$ cat src/rtl/traffic_light_monitor_if.sv
// Light interface between traffic_light_controller (master) and traffic_light_monitor (slave).
// The master drives the lights and clear. The slave returns phase tracking and error status.
interface traffic_light_monitor_if;
    logic        red;
    logic        yellow;
    logic        green;
    logic        clear;
    logic [1:0]  phase;
    logic        locked;
    logic        err_onehot;
    logic        err_order;
    logic        err_timing;
    logic        fault;
    logic [15:0] rounds;

    modport master (
        output red, yellow, green, clear,
        input  phase, locked, err_onehot, err_order, err_timing, fault, rounds
    );

    modport slave (
        input  red, yellow, green, clear,
        output phase, locked, err_onehot, err_order, err_timing, fault, rounds
    );
endinterface

$ cat src/rtl/traffic_light_monitor.sv
// Passive checker for red/yellow/green lights: one-hot, RED->GREEN->YELLOW->RED order, phase durations.
// Optional macro TLM_TOLERANCE_EN widens the accepted duration window to [EXP-TOL, EXP+TOL].
module traffic_light_monitor #(
    parameter int RED_CYCLES    = 4,
    parameter int GREEN_CYCLES  = 3,
    parameter int YELLOW_CYCLES = 2,
    parameter int CNT_W         = 8,
    parameter int TOL           = 1
) (
    input  logic                    clk_i,
    input  logic                    rst_ni,
    traffic_light_monitor_if.slave  mon_if
);

`ifdef TLM_TOLERANCE_EN
    localparam int TOL_EFF = TOL;
`else
    localparam int TOL_EFF = 0 * TOL;
`endif

    // Lower bound clamps at 1; the upper value is the first overrun count.
    localparam int RED_LO     = (RED_CYCLES - TOL_EFF < 1) ? 1 : RED_CYCLES - TOL_EFF;
    localparam int GREEN_LO   = (GREEN_CYCLES - TOL_EFF < 1) ? 1 : GREEN_CYCLES - TOL_EFF;
    localparam int YELLOW_LO  = (YELLOW_CYCLES - TOL_EFF < 1) ? 1 : YELLOW_CYCLES - TOL_EFF;
    localparam int RED_HI1    = RED_CYCLES + TOL_EFF + 1;
    localparam int GREEN_HI1  = GREEN_CYCLES + TOL_EFF + 1;
    localparam int YELLOW_HI1 = YELLOW_CYCLES + TOL_EFF + 1;

    typedef enum logic [1:0] {
        PH_NONE   = 2'd0,
        PH_RED    = 2'd1,
        PH_GREEN  = 2'd2,
        PH_YELLOW = 2'd3
    } phase_e;

    typedef enum logic [1:0] {
        ST_UNKNOWN = 2'd0,
        ST_PARTIAL = 2'd1,
        ST_CHECKED = 2'd2
    } state_e;

    state_e             st_q;
    phase_e             phase_q;
    logic               locked_q;
    logic [CNT_W-1:0]   cnt_q;
    logic               overrun_q;
    logic               round_ok_q;
    logic               err_onehot_q;
    logic               err_order_q;
    logic               err_timing_q;
    logic               fault_q;
    logic [15:0]        rounds_q;

    logic               onehot;
    phase_e             samp_ph;
    phase_e             legal_next;
    logic               known;
    logic               same_ph;
    logic               legal_tr;
    logic               illegal_tr;
    logic               overrun_hit;
    logic               underrun_hit;
    logic [CNT_W-1:0]   cnt_inc;
    logic [CNT_W-1:0]   exp_lo;
    logic [CNT_W-1:0]   exp_hi1;
    logic               err_onehot_d;
    logic               err_order_d;
    logic               err_timing_d;
    logic               fault_d;

    always_comb begin
        onehot  = 1'b1;
        samp_ph = PH_NONE;
        case ({mon_if.red, mon_if.yellow, mon_if.green})
            3'b100:  samp_ph = PH_RED;
            3'b001:  samp_ph = PH_GREEN;
            3'b010:  samp_ph = PH_YELLOW;
            default: onehot  = 1'b0;
        endcase
    end

    always_comb begin
        legal_next = PH_NONE;
        exp_lo     = CNT_W'(RED_LO);
        exp_hi1    = CNT_W'(RED_HI1);
        case (phase_q)
            PH_RED: begin
                legal_next = PH_GREEN;
            end
            PH_GREEN: begin
                legal_next = PH_YELLOW;
                exp_lo     = CNT_W'(GREEN_LO);
                exp_hi1    = CNT_W'(GREEN_HI1);
            end
            PH_YELLOW: begin
                legal_next = PH_RED;
                exp_lo     = CNT_W'(YELLOW_LO);
                exp_hi1    = CNT_W'(YELLOW_HI1);
            end
            default: ;
        endcase
    end

    always_comb begin
        known        = (st_q != ST_UNKNOWN);
        same_ph      = onehot && known && (samp_ph == phase_q);
        legal_tr     = onehot && known && (samp_ph == legal_next);
        illegal_tr   = onehot && known && !same_ph && !legal_tr;
        cnt_inc      = (&cnt_q) ? cnt_q : cnt_q + CNT_W'(1);
        // Duration checks only apply once the phase was entered through a legal edge.
        overrun_hit  = same_ph && (st_q == ST_CHECKED) && !overrun_q && (cnt_inc == exp_hi1);
        underrun_hit = legal_tr && (st_q == ST_CHECKED) && !overrun_q && (cnt_q < exp_lo);
        err_onehot_d = !onehot;
        err_order_d  = illegal_tr;
        err_timing_d = overrun_hit || underrun_hit;
        fault_d      = fault_q;
        if (err_onehot_d || err_order_d || err_timing_d) begin
            fault_d = 1'b1;
        end else if (mon_if.clear) begin
            fault_d = 1'b0;
        end
    end

    always_ff @(posedge clk_i or negedge rst_ni) begin
        if (!rst_ni) begin
            st_q         <= ST_UNKNOWN;
            phase_q      <= PH_NONE;
            locked_q     <= 1'b0;
            cnt_q        <= '0;
            overrun_q    <= 1'b0;
            round_ok_q   <= 1'b0;
            err_onehot_q <= 1'b0;
            err_order_q  <= 1'b0;
            err_timing_q <= 1'b0;
            fault_q      <= 1'b0;
            rounds_q     <= '0;
        end else begin
            err_onehot_q <= err_onehot_d;
            err_order_q  <= err_order_d;
            err_timing_q <= err_timing_d;
            fault_q      <= fault_d;
            if (!onehot) begin
                st_q       <= ST_UNKNOWN;
                phase_q    <= PH_NONE;
                locked_q   <= 1'b0;
                cnt_q      <= '0;
                overrun_q  <= 1'b0;
                round_ok_q <= 1'b0;
            end else if (!known) begin
                st_q       <= ST_PARTIAL;
                phase_q    <= samp_ph;
                cnt_q      <= CNT_W'(1);
                overrun_q  <= 1'b0;
                round_ok_q <= 1'b0;
            end else if (same_ph) begin
                cnt_q <= cnt_inc;
                if (overrun_hit) begin
                    overrun_q  <= 1'b1;
                    round_ok_q <= 1'b0;
                end
            end else if (legal_tr) begin
                st_q      <= ST_CHECKED;
                phase_q   <= samp_ph;
                locked_q  <= 1'b1;
                cnt_q     <= CNT_W'(1);
                overrun_q <= 1'b0;
                if ((st_q == ST_CHECKED) && (phase_q == PH_YELLOW) && round_ok_q && !underrun_hit) begin
                    rounds_q <= rounds_q + 16'd1;
                end
                // A legally entered red is always checked, so it opens a countable round.
                if (samp_ph == PH_RED) begin
                    round_ok_q <= 1'b1;
                end else begin
                    round_ok_q <= round_ok_q && !underrun_hit;
                end
            end else begin
                st_q       <= ST_PARTIAL;
                phase_q    <= samp_ph;
                locked_q   <= 1'b0;
                cnt_q      <= CNT_W'(1);
                overrun_q  <= 1'b0;
                round_ok_q <= 1'b0;
            end
        end
    end

    assign mon_if.phase      = phase_q;
    assign mon_if.locked     = locked_q;
    assign mon_if.err_onehot = err_onehot_q;
    assign mon_if.err_order  = err_order_q;
    assign mon_if.err_timing = err_timing_q;
    assign mon_if.fault      = fault_q;
    assign mon_if.rounds     = rounds_q;

endmodule

$ cat src/flat_wrapper.sv
// flat-port wrapper written by rule: the top's interface ports become plain ports
module traffic_light_monitor_flat 
#(
    parameter int RED_CYCLES    = 4,
    parameter int GREEN_CYCLES  = 3,
    parameter int YELLOW_CYCLES = 2,
    parameter int CNT_W         = 8,
    parameter int TOL           = 1
)
  (clk_i, rst_ni, mon_if_red, mon_if_yellow, mon_if_green, mon_if_clear, mon_if_phase, mon_if_locked, mon_if_err_onehot, mon_if_err_order, mon_if_err_timing, mon_if_fault, mon_if_rounds);
  traffic_light_monitor_if mon_if_i ();
  input  logic clk_i;
  input  logic rst_ni;
  input wire logic [$bits(mon_if_i.red)-1:0] mon_if_red;
  input wire logic [$bits(mon_if_i.yellow)-1:0] mon_if_yellow;
  input wire logic [$bits(mon_if_i.green)-1:0] mon_if_green;
  input wire logic [$bits(mon_if_i.clear)-1:0] mon_if_clear;
  output wire logic [$bits(mon_if_i.phase)-1:0] mon_if_phase;
  output wire logic [$bits(mon_if_i.locked)-1:0] mon_if_locked;
  output wire logic [$bits(mon_if_i.err_onehot)-1:0] mon_if_err_onehot;
  output wire logic [$bits(mon_if_i.err_order)-1:0] mon_if_err_order;
  output wire logic [$bits(mon_if_i.err_timing)-1:0] mon_if_err_timing;
  output wire logic [$bits(mon_if_i.fault)-1:0] mon_if_fault;
  output wire logic [$bits(mon_if_i.rounds)-1:0] mon_if_rounds;
  assign mon_if_i.red = mon_if_red;
  assign mon_if_i.yellow = mon_if_yellow;
  assign mon_if_i.green = mon_if_green;
  assign mon_if_i.clear = mon_if_clear;
  assign mon_if_phase = mon_if_i.phase;
  assign mon_if_locked = mon_if_i.locked;
  assign mon_if_err_onehot = mon_if_i.err_onehot;
  assign mon_if_err_order = mon_if_i.err_order;
  assign mon_if_err_timing = mon_if_i.err_timing;
  assign mon_if_fault = mon_if_i.fault;
  assign mon_if_rounds = mon_if_i.rounds;
  traffic_light_monitor #(.RED_CYCLES(RED_CYCLES), .GREEN_CYCLES(GREEN_CYCLES), .YELLOW_CYCLES(YELLOW_CYCLES), .CNT_W(CNT_W), .TOL(TOL)) u_core (.clk_i(clk_i), .rst_ni(rst_ni), .mon_if(mon_if_i));
endmodule
$ cat config.mk
export PLATFORM = sky130hd
export DESIGN_NAME = traffic_light_monitor_flat
export DESIGN_NICKNAME = d
export VERILOG_FILES = /design/src/rtl/traffic_light_monitor_if.sv /design/src/rtl/traffic_light_monitor.sv /design/src/flat_wrapper.sv
export SDC_FILE = /design/constraint.sdc
export NUM_CORES = 1
export LEC_CHECK = 0
export ABC_AREA = 1
export CAP_MARGIN = 25
export CORE_UTILIZATION = 35
export CTS_CLUSTER_SIZE = 12
export DETAILED_ROUTE_END_ITERATION = 12
export DONT_BUFFER_PORTS = 1
export SLEW_MARGIN = 20
export SYNTH_ARGS = -nofsm -noshare
export SYNTH_HDL_FRONTEND = slang
export SYNTH_SLANG_ARGS = --single-unit
$ cat constraint.sdc
create_clock -name clk_i -period 1.8 [get_ports clk_i]
set_input_delay 0.27 -clock clk_i [delete_from_list [all_inputs] [get_ports clk_i]]
set_output_delay 0.27 -clock clk_i [all_outputs]
set_load 0.02 [all_outputs]
Yosys cells after proc, flatten, opt, wreduce, memory -nomap -nowiden
Index checks and enable logic that the tools add are counted.

Flip-flop bits (word level): 35. Logic and storage cells: 91. Output and inout bits: 23.

Reductions and logical operators: 29. Magnitude comparators: 1. Eq/ne operators: 15. Bitwise logic cells: 1. Multiplexer cells: 32. $add $sub $neg: 2.

Operators by type and width (number): two-way mux 8 bit (4); two-way mux 1 bit (17); adder 16 x 1 -> 16 bit (second input constant) (1); logical AND 1 bit (15); two-way mux 2 bit (7); one-hot mux 2 bit (3 select lines) (2); one-hot mux 3 bit (2 select lines) (2); adder 8 x 1 -> 8 bit (second input constant) (1); equality test 8 x 3 -> 1 bit (1); less-than comparator 8 x 3 -> 1 bit (1); AND reduction 8 bit (1); equality test 2 bit (second input constant) (3); logical NOT 1 bit (5); AND reduction 5 bit (1); equality test 2 x 1 -> 1 bit (second input constant) (2); equality test 2 bit (2); inequality test 2 bit (second input constant) (2); inequality test 4 bit (second input constant) (1); nonzero test 2 bit (2); equality test 3 x 1 -> 1 bit (second input constant) (1); equality test 3 x 2 -> 1 bit (second input constant) (1); equality test 3 bit (second input constant) (1); logical OR 1 bit (3); inequality test 3 bit (second input constant) (1); other kinds (3) (3).

Longest topological paths before layout
Gate-level depths: netlist (run 1).

Word-level depth: 15. Gate-level depth with buffers: 15. Depth with buffers taken out: 14.

Worst setup path before layout (run 1)
No wires, ideal clock.

Path kind: register to register. From: register u_core.phase_q[0] (netlist: u_core.mon_if.phase[0]). To: register u_core.rounds_q[7] (netlist: u_core.mon_if.rounds[7]). Required time: 1.735 ns. Buffers on the path: 1. Arrival time: 2.099 ns. Setup time: 0.065 ns. Stages on the path, launching flop included: 14. Path slack: -0.364 ns. Cells stage by stage: dfrtp_1 -> inv_1 -> ha_1 -> nor2_1 -> inv_1 -> ha_1 -> nor3_1 -> nand3_1 -> nor2_1 -> nand2_2 -> nand2_4 -> buf_2 -> o21ai_1 -> nand2_1.

Word-level cells in the longest chain between the ends: 10. Elaborated cells between the ends (all ways): 19. Those cells by class: 1 x order compare; 5 x eq/ne; 2 x mux; 1 x bitwise; 10 x reduce/logical.

Ends and longest elaborated chain: from (decl) (line traffic_light_monitor.sv:43) `phase_e phase_q;`; from (signal assigned) (line traffic_light_monitor.sv:151) `phase_q <= samp_ph;`; from (signal assigned) (line traffic_light_monitor.sv:163) `phase_q <= samp_ph;`; from (signal assigned) (line traffic_light_monitor.sv:178) `phase_q <= samp_ph;`; parallel branches: the longest is 9 deep, another holds less-than comparator 8 x 3 -> 1 bit; AND reduction 5 bit (no line) (*); to (signal assigned) (line traffic_light_monitor.sv:168) `rounds_q <= rounds_q + 16'd1;`; to (decl) (line traffic_light_monitor.sv:52) `logic [15:0] rounds_q;`.

Every way passes the cells marked *. A chain may end at the register's enable or synchronous reset.

Final worst setup path (run 1)
From: register u_core.phase_q[1] (netlist: u_core.mon_if.phase[1]). To: register u_core.rounds_q[14] (netlist: u_core.mon_if.rounds[14]).

Same word-level chain as after synthesis.

==> results of run 1 <==
## repair_timing
action	4_1_cts	5_1_grt
gates cloned	0	1
resized for setup	14	19
hold buffers	2	0
hold endpoints to repair	35	0
pin swaps	9	17
setup endpoints to repair	18	23
buffers inserted	5	4
## final cells by class
| class | count | area, sq um |
|---|---|---|
| fillers | 598 | 3320 |
| multi-input cells | 235 | 1420 |
| flip-flops and latches | 35 | 878 |
| repair buffers | 52 | 459 |
| inverters | 46 | 173 |
| well taps | 77 | 96.3 |
| clock buffers | 6 | 72.6 |
| clock inverters | 2 | 12.5 |
## state kept, by name, indices dropped and copies added, names as in the netlist
register / count
u_core.mon_if.err_onehot: 1
u_core.mon_if.fault: 1
u_core.mon_if.rounds: 16
u_core.mon_if.err_timing: 1
u_core.mon_if.phase: 2
u_core.overrun_q: 1
u_core.mon_if.err_order: 1
u_core.mon_if.locked: 1
u_core.round_ok_q: 1
u_core.cnt_q: 8
u_core.st_q: 2
## layer usage
layer	vias up	part of all wire	GRT usage
li1	1124	-	-
met1	1038	0.45	0.225
met2	60	0.48	0.276
met3	17	0.046	0.0455
met4	0	0.026	0.0643
met5	-	0	0
## layout by cell type (no fill, tap or decap), drive strengths merged, types with 5 or more instances in the layout
| cell type | count |
|---|---|
| nand4 | 9 |
| ha | 7 |
| xor2 | 10 |
| a21oi | 6 |
| nand3 | 26 |
| dfrtp | 35 |
| nand3b | 6 |
| xnor2 | 8 |
| nand2 | 103 |
| inv | 46 |
| clkbuf | 7 |
| buf | 50 |
| nor3 | 5 |
| nor2 | 31 |
| o21ai | 21 |
## cell families after synthesis
kind of cell               count (synthesis)  share of synthesized area
and+or+nand+nor                          183                      0.378
buffers and inverters                     50                     0.0844
DFF                                       35                      0.374
AOI/OAI and AO/OA                         27                     0.0593
xor gates and xnor gates                  18                     0.0673
adders and majority gates                  7                     0.0374
## metrics by stage
| stage | cells | cell area [sq um] | power (mW) |
|---|---|---|---|
| after CTS | 448 | 2990 | 1.77 |
| after detailed placement | 433 | 2780 | 1.14 |
| after global placement | 433 | 2780 | 1.14 |
| after floorplan | 320 | 2390 | 1.04 |
| final | 453 | 3110 | 1.79 |
| after global routing | 453 | 3110 | 1.88 |
## tightest hold or removal path: cells and delay by family
family,cells,cell delay [ns]
buffers and inverters,1,0.05
AOI/OAI and AO/OA,1,0.02
and+or+nand+nor,1,0.10
## report_power, final
part,internal [mW],switching (mW)
combinational,0.165,0.202
clock,0.270,0.305
sequential,0.811,0.0324
## worst min path at each step
stage                     from                                 end  slack [ns]  depth (start not counted)
floorplan               rst_ni           u_core.cnt_q[0]$_DFF_PN0_       -0.03                          0
global placement        rst_ni           u_core.cnt_q[1]$_DFF_PN0_       -0.02                          0
detailed placement      rst_ni           u_core.cnt_q[2]$_DFF_PN0_       -0.02                          0
CTS                 mon_if_red  u_core.mon_if.phase[1]$_DFFE_PN0N_        0.18                          3
global route        mon_if_red  u_core.mon_if.phase[1]$_DFFE_PN0N_        0.18                          3
finish              mon_if_red  u_core.mon_if.phase[1]$_DFFE_PN0N_        0.18                          3
==> results.cfg, run 1 <==
[status]
failing_checks = design-rule violations, negative setup slack
run_status = finished, violations left

[critical_path]
regToRegEndpoint = u_core.mon_if.rounds[14]$_DFFE_PN0P_
setup.worst_path.end_class = register
crit_end = u_core.mon_if.rounds[14]$_DFFE_PN0P_
biggest_cell_delay_along_the_critical_path_ns = 0.45
worstSetupStartpoint = u_core.mon_if.phase[1]$_DFFE_PN0N_
ff2ff_path_depth = 13
start_kind = register
critical_path_required_ns = 2.03
library_cell_contributing_the_largest_single_delay_on_the_critical_path = dfrtp_2
critical_path_class = reg2reg
path_cells = ha_4 > nor2_4 > ha_4 > o21ai_2 > nand2_1 > nand2_2 > nand4_1 > nor2_2 > nand2_2 > nand2_8 > clkbuf_16 > o21ai_1 > nand2_1
setup.reg_to_reg.worst_slack_ns = -0.26
highest_fanout_seen_on_the_critical_path = 5
crit_family = simple AND/OR/NAND/NOR gates
cp_num_buf_inv = 1
r2r_start = u_core.mon_if.phase[1]$_DFFE_PN0N_
depth_of_the_critical_timing_path_with_buffers_and_inverters_included = 13
critical_path_arrival_ns = 2.29

[pwr]
vdd_drop_max_mv = 0.319
power_per_cell_area_nw_per_um2 = 575
leakagePower_nw = 1.64

[logic_synthesis]
synth.yosys.seq_area_share = 0.374
synth.distinct_cells = 26
synth_most_common_cell = nand2_1
post_synthesis_async_set_or_reset_flop_share = 1.00
netlist.top_cell.by_area = dfrtp_1
ys_top_cells_by_area = dfrtp_1 (37%), nand2_1 (15%), inv_1 (6.6%)
synthesis.instances = 320
synth_flop_cell = dfrtp_1
synth.top_cell.area_share = 0.374
synth-warning-count = 0
synth-seq-cells = 35
synth_top_cells_by_count = nand2_1 (94), inv_1 (41), dfrtp_1 (35), nor2_1 (27), nand3_1 (25)
synth-edff-count = 0
syn-mean-instance-area_sq_um = 7.32
syn_nets = 333
synth_area_sq_um = 2340

[cts]
cts_h_tree_depth = 2
clock_tree_from_tritoncts = built
cts.path.max_buffers = 2
worst_skew_pair.late_latency_ns = 0.30
cts_root_buf = clkbuf_8
clkTransAtPathRegs_ns = 0.08
clkSinkCount = 35
numCtsBuffers = 5

[detailed_routing]
routed-via-count = 2239
remaining_drc_errors = 4
viasPerCell = 4.94
wl_mm = 5.90
wire_per_inst_um = 13.0
initialDrtViolationCount = 126
first_pass_iters = 8
count_of_nets_left_with_antenna_violations_after_detail_routing = 0

[timing]
final.setup.tns_ns = -4.21
maxSlewHeadroom = 0.712
max_slew.worst_pin.slew_ns = 0.429
report.final.slew_viol_count = 0
setup_ws_ns = -0.257
worst_hold_slack_ns = 0.181
setup_viol = 19
rsz_0062_raised_after_global_routing = yes
skew_ns = 0.0117
achievable-frequency_mhz = 486
final_cycle_utilization_of_the_critical_path = 1.14
final_hold_violation_count = 0
final.min_clock_period_ns = 2.06

[floorplan]
io_pins = 29
dieHeight_um = 83.8
initial_core_util = 0.365
floorplan_core_area_sq_um = 6420
dieArea_sq_um = 7030
placement_rows = 29
die_width_um = 83.8

[placed_design]
pre_cts_ws_ns = -0.165
portBuffers = 0
globalplace.congestion = 0.855
place_hpwl_mm = 4.22

[hold_path]
hold_path.class = in2reg

[cells_and_area]
layout.nets = 388
area_growth_pct = 32.6
antenna_cells = 0
layout-drive-gt1-share = 0.293
post-route-util = 0.484

[global_routing]
global_route_wire_length_before_repair_mm = 9.76
largest_net_degree_at_the_start_of_global_routing = 36
first_global_vias = 2106
grt_usage = 0.173
gr-total-overflow = 0
initial_antenna_violation_count = 0

[run]
timing.max_cap.violations = 0
Note: power is estimated with default switching activity, not from simulation.
==> inputs of run 2 (changes only) <==
--- a/config.mk
+++ b/config.mk
@@ -7,10 +7,13 @@
 export LEC_CHECK = 0
 export ABC_AREA = 1
 export CAP_MARGIN = 25
+export CELL_PAD_IN_SITES_DETAIL_PLACEMENT = 1
+export CELL_PAD_IN_SITES_GLOBAL_PLACEMENT = 1
 export CORE_UTILIZATION = 35
 export CTS_CLUSTER_SIZE = 12
 export DETAILED_ROUTE_END_ITERATION = 12
 export DONT_BUFFER_PORTS = 1
+export PLACE_DENSITY_LB_ADDON = 0.1
 export SLEW_MARGIN = 20
 export SYNTH_ARGS = -nofsm -noshare
 export SYNTH_HDL_FRONTEND = slang
==> constraint.sdc (replaced) <==
create_clock -name clk_i -period 2.5 [get_ports clk_i]
set_input_delay 0.375 -clock clk_i [delete_from_list [all_inputs] [get_ports clk_i]]
set_output_delay 0.375 -clock clk_i [all_outputs]
set_load 0.02 [all_outputs]
==> run 2 against run 1 <==
Net effect:
- the run ends with design-rule violations left
- largest power group unchanged
- critical path type unchanged
- flip-flop and latch count unchanged
- first-iteration DRC count is 42% lower
- non-clock buffer count is 46 lower
- core utilization is 8.3 points lower
- critical path depth unchanged
- power down 32%
==> results.cfg, run 2 (same netlist as run 1, synthesis figures left out) <==
[critical_path]
critical_path_arrival_ns = 2.39
cp_num_buf_inv = 2
r2r_start = u_core.mon_if.phase[0]$_DFFE_PN0N_
biggest_cell_delay_along_the_critical_path_ns = 0.40
critical_path_required_ns = 2.68
critical_path_class = reg2reg
start_kind = register
crit_family = simple AND/OR/NAND/NOR gates
library_cell_contributing_the_largest_single_delay_on_the_critical_path = dfrtp_1
setup.worst_path.end_class = register
highest_fanout_seen_on_the_critical_path = 18
path_cells = inv_1 > ha_1 > nor2_2 > inv_1 > ha_1 > nor3_1 > nand3_1 > nor2_1 > nand2_2 > nand2_8 > nor2_8 > nand2_1 > nand2_1
worstSetupStartpoint = u_core.mon_if.phase[0]$_DFFE_PN0N_

[global_routing]
largest_net_degree_at_the_start_of_global_routing = 36
first_global_vias = 2034
initial_antenna_violation_count = 0
gr-total-overflow = 0
grt_usage = 0.185
global_route_wire_length_before_repair_mm = 10.1

[floorplan]
initial_core_util = 0.365
floorplan_core_area_sq_um = 6420
die_width_um = 83.8
dieArea_sq_um = 7030
dieHeight_um = 83.8
io_pins = 29
placement_rows = 29

[cts]
worst_skew_pair.late_latency_ns = 0.30
cts_root_buf = clkbuf_8
cts.path.max_buffers = 2
numCtsBuffers = 5
clkSinkCount = 35
cts_post_setup_buffers_inserted = 0
clkTransAtPathRegs_ns = 0.08
clock_tree_from_tritoncts = built
cts_h_tree_depth = 2

[timing]
final.min_clock_period_ns = 2.21
achievable-frequency_mhz = 453
final_hold_violation_count = 0
setup_viol = 0
skew_ns = 0.00869
maxSlewHeadroom = 0.619
rsz_0062_raised_after_global_routing = no
max_slew.worst_pin.slew_ns = 0.566
report.final.slew_viol_count = 0
final.setup.tns_ns = 0
final_cycle_utilization_of_the_critical_path = 0.883

[status]
run_status = finished, violations left
failing_checks = design-rule violations

[detailed_routing]
routed-via-count = 2023
count_of_nets_left_with_antenna_violations_after_detail_routing = 0
remaining_drc_errors = 3
initialDrtViolationCount = 73
viasPerCell = 4.97
first_pass_iters = 10
wl_mm = 6.06
wire_per_inst_um = 14.9

[pwr]
power_per_cell_area_nw_per_um2 = 475
leakagePower_nw = 1.39
vdd_drop_max_mv = 0.194

[cells_and_area]
layout.nets = 342
layout-drive-gt1-share = 0.103
antenna_cells = 0
area_growth_pct = 9.88
largest_register_ff_count = 16
fillCellCount = 815
fin_area_sq_um = 2570
mostFrequentLayoutCell = nand2_1
layout_common_cells = nand2_1 (94), inv_1 (41), dfrtp_1 (35)
multi_input_area_sq_um = 1280
seqCellArea_sq_um = 876

[placed_design]
portBuffers = 0
dpl-instance-area_sq_um = 2440
place_hpwl_mm = 4.48
globalplace.congestion = 0.816

[hold_path]
timing.hold.worst.start = mon_if_red
hold_path.class = in2reg

[run]
timing.max_cap.violations = 0
[run 2: metal layers]
layer | up-vias | GRT usage | wire length (um)
met5 | - | 0 | 0
met3 | 6 | 0.0376 | 200
li1 | 1033 | - | -
met1 | 953 | 0.260 | 3160
met4 | 0 | 0.0517 | 70
met2 | 31 | 0.288 | 2630
[run 2: area by class of cell]
cell class | instances | area share
multi-input cells | 235 | 0.498
clock buffers | 5 | 0.0267
repair buffers | 6 | 0.0233
inverters | 46 | 0.0671
flip-flops and latches | 35 | 0.340
clock inverters | 3 | 0.00777
well taps | 77 | 0.0374
[run 2: final timing paths]
| check | end | slack, ns | cells after the start |
|---|---|---|---|
| worst max-delay path | u_core.mon_if.rounds[0]$_DFFE_PN0P_ | 0.29 | 13 |
| worst min-delay path | u_core.mon_if.phase[1]$_DFFE_PN0N_ | 0.30 | 3 |
| worst max register to register | u_core.mon_if.rounds[0]$_DFFE_PN0P_ | 0.29 | 13 |
| worst min register to register | u_core.overrun_q$_DFFE_PN0P_ | 0.56 | 2 |
| max in group asynchronous | u_core.mon_if.rounds[15]$_DFFE_PN0P_ | 1.75 | 2 |
| min in group asynchronous | u_core.mon_if.rounds[13]$_DFFE_PN0P_ | 0.57 | 2 |
[run 2: report_power, final]
part | switching, mW | leakage, nW | internal (mW)
Combinational | 0.123 | 0.875 | 0.0586
Sequential | 0.0238 | 0.475 | 0.583
Clock | 0.240 | 0.0402 | 0.194
[run 2: per-stage QoR]
step           setup slack, ns  utilization  cells  hold WS (ns)  power (mW)
2_1_floorplan            0.336            -    320        0.0794       0.745
3_3_place_gp             0.310        0.381    397        0.0807       0.783
3_5_place_dp             0.208        0.381    397        0.0805       0.783
4_1_cts                  0.188        0.399    407         0.293        1.24
5_1_grt                 0.0227        0.401    407         0.308        1.29
6_report                 0.293        0.401    407         0.297        1.22
[run 2: worst register-to-register path, cell delays in order, from the launching register on]
cell	delay, ns
dfrtp_1	0.40
inv_1	0.08
ha_1	0.24
nor2_2	0.17
inv_1	0.08
ha_1	0.18
nor3_1	0.19
nand3_1	0.11
nor2_1	0.14
nand2_2	0.12
nand2_8	0.16
nor2_8	0.09
nand2_1	0.08
nand2_1	0.05
[run 2: what timing repair did]
action	in CTS	in global routing
gates resized for setup	0	2
endpoints found under the setup margin	0	17
hold buffers	2	0
endpoints found under the hold margin	35	0
